--- src/rtl/alu.sv ---
// ---------------------------------------------------------------------------
// alu -- 4-bit ALU for an E0C6200-style CPU core.
//
// Produces result, carry and zero from two operand nibbles, an opcode and the
// incoming carry/decimal flags. The combinational outputs have zero latency;
// registered copies feed the CPU's flag/writeback stage.
//
// Ports:
//   clk             system clock, rising edge updates the registered outputs
//   reset           asynchronous active-high, clears the registered outputs
//   op              alu_op (ADD=0 .. CP=11, 12-15 pass A through)
//   temp_a, temp_b  operand nibbles A and B
//   flag_carry_in   current C flag
//   flag_decimal_in current D flag (BCD mode)
//   out             combinational result
//   flag_carry_out  combinational new C
//   flag_zero_out   combinational new Z (out == 0)
//   out_q           out registered on clk
//   flag_carry_q    flag_carry_out registered on clk
//   flag_zero_q     flag_zero_out registered on clk
// ---------------------------------------------------------------------------
module alu (
  input  logic       clk,
  input  logic       reset,
  input  logic [3:0] op,
  input  logic [3:0] temp_a,
  input  logic [3:0] temp_b,
  input  logic       flag_carry_in,
  input  logic       flag_decimal_in,
  output logic [3:0] out,
  output logic       flag_carry_out,
  output logic       flag_zero_out,
  output logic [3:0] out_q,
  output logic       flag_carry_q,
  output logic       flag_zero_q
);

  localparam logic [3:0] OP_ADD        = 4'd0;
  localparam logic [3:0] OP_ADC        = 4'd1;
  localparam logic [3:0] OP_ADC_NO_DEC = 4'd2;
  localparam logic [3:0] OP_SUB        = 4'd3;
  localparam logic [3:0] OP_SBC        = 4'd4;
  localparam logic [3:0] OP_AND        = 4'd5;
  localparam logic [3:0] OP_OR         = 4'd6;
  localparam logic [3:0] OP_XOR        = 4'd7;
  localparam logic [3:0] OP_RRC        = 4'd8;
  localparam logic [3:0] OP_RLC        = 4'd9;
  localparam logic [3:0] OP_NOT        = 4'd10;
  localparam logic [3:0] OP_CP         = 4'd11;

  // BCD add adjust: returns {carry, digit}. Sums up to 31 are possible, so
  // the digit wraps modulo 16 (15+15+1 -> 5 with carry).
  function automatic logic [4:0] bcd_add_adjust(input logic [4:0] sum);
    logic [4:0] t;
    t = sum - 5'd10;
    if (sum >= 5'd10) return {1'b1, t[3:0]};
    else              return {1'b0, sum[3:0]};
  endfunction

  // BCD subtract adjust: only a borrow triggers the +10 correction; a
  // non-borrowing result >= 10 is deliberately left alone.
  function automatic logic [3:0] bcd_sub_adjust(input logic [4:0] diff,
                                                input logic       borrow);
    logic [4:0] t;
    t = diff + 5'd10;
    if (borrow) return t[3:0];
    else        return diff[3:0];
  endfunction

  logic              cin_eff;
  logic        [4:0] sum;
  logic signed [5:0] diff;
  logic signed [5:0] cmp;
  logic        [4:0] adj;
  logic        [3:0] res;
  logic              cy;

  // Carry-in only participates in the "with carry" forms.
  assign cin_eff = (op == OP_ADC || op == OP_ADC_NO_DEC || op == OP_SBC) ?
                   flag_carry_in : 1'b0;

  assign sum  = {1'b0, temp_a} + {1'b0, temp_b} + {4'b0, cin_eff};
  // Negative difference means a borrow out of the nibble.
  assign diff = $signed({2'b00, temp_a}) - $signed({2'b00, temp_b})
              - $signed({5'b00000, cin_eff});
  assign cmp  = $signed({2'b00, temp_a}) - $signed({2'b00, temp_b});
  assign adj  = bcd_add_adjust(sum);

  always_comb begin
    res = temp_a;
    cy  = flag_carry_in;
    case (op)
      OP_ADD, OP_ADC, OP_ADC_NO_DEC: begin
        if (flag_decimal_in && op != OP_ADC_NO_DEC) begin
          res = adj[3:0];
          cy  = adj[4];
        end else begin
          res = sum[3:0];
          cy  = sum[4];
        end
      end
      OP_SUB, OP_SBC: begin
        cy  = (diff < 0);
        res = flag_decimal_in ? bcd_sub_adjust(diff[4:0], diff < 0) : diff[3:0];
      end
      OP_AND: res = temp_a & temp_b;
      OP_OR:  res = temp_a | temp_b;
      OP_XOR: res = temp_a ^ temp_b;
      OP_RRC: begin
        res = {flag_carry_in, temp_a[3:1]};
        cy  = temp_a[0];
      end
      OP_RLC: begin
        res = {temp_a[2:0], flag_carry_in};
        cy  = temp_a[3];
      end
      OP_NOT: res = ~temp_a;
      OP_CP: begin
        res = cmp[3:0];
        cy  = (cmp < 0);
      end
      default: begin
        res = temp_a;
        cy  = flag_carry_in;
      end
    endcase
  end

  assign out            = res;
  assign flag_carry_out = cy;
  assign flag_zero_out  = (res == 4'd0);

  // Stage boundary: writeback/flag register.
  always_ff @(posedge clk or posedge reset) begin
    if (reset) begin
      out_q        <= 4'd0;
      flag_carry_q <= 1'b0;
      flag_zero_q  <= 1'b0;
    end else begin
      out_q        <= out;
      flag_carry_q <= flag_carry_out;
      flag_zero_q  <= flag_zero_out;
    end
  end

endmodule

--- config.mk ---
export PLATFORM = sky130hd
export DESIGN_NAME = alu
export DESIGN_NICKNAME = d
export VERILOG_FILES = /design/src/rtl/alu.sv
export SDC_FILE = /design/constraint.sdc
export NUM_CORES = 1
export LEC_CHECK = 0
export CELL_PAD_IN_SITES_DETAIL_PLACEMENT = 1
export CELL_PAD_IN_SITES_GLOBAL_PLACEMENT = 1
export CORE_AREA = 2 2 62 64
export DETAILED_ROUTE_END_ITERATION = 8
export DIE_AREA = 0 0 64 66
export HOLD_SLACK_MARGIN = 0.06
export PLACE_DENSITY_LB_ADDON = 0.1
export REMOVE_ABC_BUFFERS = 1
export SLEW_MARGIN = 20
export SYNTH_ARGS = -nofsm -noshare
export SYNTH_HDL_FRONTEND = slang
export SYNTH_SLANG_ARGS = --single-unit
--- constraint.sdc ---
create_clock -name clk -period 7.1 [get_ports clk]
set_input_delay 1.065 -clock clk [delete_from_list [all_inputs] [get_ports clk]]
set_output_delay 1.065 -clock clk [all_outputs]
set_load 0.02 [all_outputs]
==> impl_metrics.ini <==
[status]
status = finished, final reports clean

[critical_path]
cp_slowest_cell = clkdlybuf4s50_1
crit_fanout = 13
startpoint_type = input port
cp.required_ps = 6030
critPathMaxStageDelay_ps = 680
worstPathCellList = clkdlybuf4s50_1 -> xor2_1 -> o2111a_1 -> fa_1 -> inv_1 -> fa_1 -> ha_1 -> nand2_1 -> o21bai_1 -> a211o_1 -> or4b_1 -> nor4_2 -> clkdlybuf4s50_1
endpoint_kind = output pin
critPathKind = input port to output pin
arrival_ps = 5410

[grt]
track_usage_pct = 20.67
grt_overflow_total = 0
grt_pass1_wl_um = 6920
grt_pass1_vias = 1417
grt_max_degree = 22
antenna_found_initial = 0

[clocking]
post_cts.repair.setup_buffers = 0
clockBufferDepth = 2
clk_pin_slew_ps = 40
tritoncts = done
clockRootBuffer = clkbuf_4
cts_made_buffers = 3
htree_levels = 1
cts_resized = 0
cts_hold_buf = 0
clock_sink_count = 6

[cells_and_area]
multiInputGateArea_sq_um = 1104
fin_util_pct = 47.67
fillCellCount = 446
antenna_cells = 0
area_delta_synth_final_pct = 24.36
fin_area_sq_um = 1693
drive_gt1_share_pct = 4.433
ff_latch_area_sq_um = 150.1
fin_nets = 240

[synthesis]
synthSimpleGateAreaFrac_pct = 24.72
ys.flop_type = dfrtp_1
ys_warn_count = 0
synth_cells = 179
synth_most_common_cell = ha_1
netlist_area_sq_um = 1361
muxShareOfSynthArea_pct = 3.033
synth-compound-area-share_pct = 28.77
yosys.area.top_type = ha_1
synth-seq-area-share_pct = 11.03
avgSynthCellArea_sq_um = 7.605
synthAdderAreaFrac_pct = 19.12
synth_top_area_share_pct = 14.71
synth_top_family_by_area = compound AO/OA/AOI/OAI gates
synthTopCellsByArea = ha_1, dfrtp_1, a21oi_1
ys_seq_elements = 6
synthXorXnorAreaFrac_pct = 5.423
synth_edf_count = 0
synth_common_cells = ha_1, inv_1, nor2_1
async_flop_share_pct = 100.0
synth_cell_type_count = 56

[detailed_routing]
via_count = 1437
postRouteAntennaNets = 0
routed_wl_um = 4265
dr.pass1.iters = 4
wire_per_inst_um = 16.99
drc = 0
drt_iter0_drc = 73
viasPerCell = 5.725

[die]
dieWidth_um = 64
io_pins = 28
die_area_sq_um = 4224
rows = 22
die_h_um = 66
core_sq_um = 3551
initial_core_util_pct = 38.34

[power_and_ir_drop]
peakVddDrop_mv = 0.04441
power_per_cell_area_nw_per_um2 = 129.9
power.leakage_nw = 0.7333

[placement]
numPortBuffers = 27
dp_hpwl_um = 3535
gp_congestion = 0.9050
postPlaceCellArea_sq_um = 1670

[timing]
period_share_pct = 91.25
slew_violations = 0
finalHoldViolations = 0
setup-tns-final_ps = 0
layout_min_cycle_time_ps = 6479
setup_viol = 0
holdWs_ps = 1043
tightestPinTransition_ps = 684.5
max_freq_mhz = 154.4
rsz0062_at_grt = no
max_slew_margin_pct = 53.97

[job]
max_cap_violations = 0

[worst_hold_path]
hp-class = input port to asynchronous set/reset pin
-- path summary, 6_finish.rpt --
| check | start | to | slack [ps] | cells after the start |
|---|---|---|---|---|
| hold / removal | reset | out_q[3]$_DFF_PP0_ | 1040 | 2 |
| max in group asynchronous | reset | out_q[2]$_DFF_PP0_ | 5870 | 2 |
| setup / recovery | op[0] | flag_zero_out | 620 | 13 |
| min in group clk | flag_carry_in | flag_carry_q$_DFF_PP0_ | 1650 | 3 |
-- cell type report --
class,count,area share [%]
clock buffer,3,1.330
inverter,15,3.326
multi-input combinational,148,65.19
sequential,6,8.869
tap,48,3.548
timing repair buffer,31,17.74
-- metrics by stage --
stage	total power [W]	setup slack, ps	std cells
6_report	0.0002200	621.4	251
5_1_grt	0.0002378	367.6	251
4_1_cts	0.0002215	611.4	251
3_3_place_gp	0.0001860	796.5	248
2_1_floorplan	0.0001281	1893	169
3_5_place_dp	0.0001904	625.7	248
-- report_power, final --
| part | switching (W) | internal (W) | leakage, nW |
|---|---|---|---|
| logic | 0.0000843 | 0.0000653 | 0.646 |
| registers | 0.00000156 | 0.0000395 | 0.0731 |
| clock network | 0.0000104 | 0.0000190 | 0.0138 |
-- kinds of logic after synthesis --
group | after synthesis
and+or+nand+nor | 61
AOI/OAI and AO/OA | 58
buffers and inverters | 25
adders and majority gates | 19
xor gates and xnor gates | 6
DFF | 6
muxes | 4
-- layout by cell type (no fill, tap or decap), types with 6 or more instances in the layout --
cell	n
clkdlybuf4s50_1	27
ha_1	16
inv_1	15
nor2_1	15
a21oi_1	12
o21ai_0	11
nand2_1	11
nor2b_1	6
dfrtp_1	6
-- worst max-delay path: cells and delay by family --
kind	cells	cell delay [ps]
XOR/XNOR	1	260
buffers and inverters	3	1380
AO/OA/AOI/OAI	3	660
AND/OR/NAND/NOR	3	910
adder cells (fa/ha/maj)	3	1130
-- sequential cells by signal, summed over array words and instances, names as in the netlist --
register      count
flag_carry_q      1
flag_zero_q       1
out_q             4
-- layer usage --
metal / wire length [um] / track usage [%] / share of wire [%]
met5: 0 / 0 / 0
met4: 25 / 3.804 / 0.59
met3: 120 / 1.193 / 2.8
met2: 2125 / 39.06 / 50
met1: 1992 / 25.88 / 47
No activity file was read; power rests on OpenSTA's default activity.
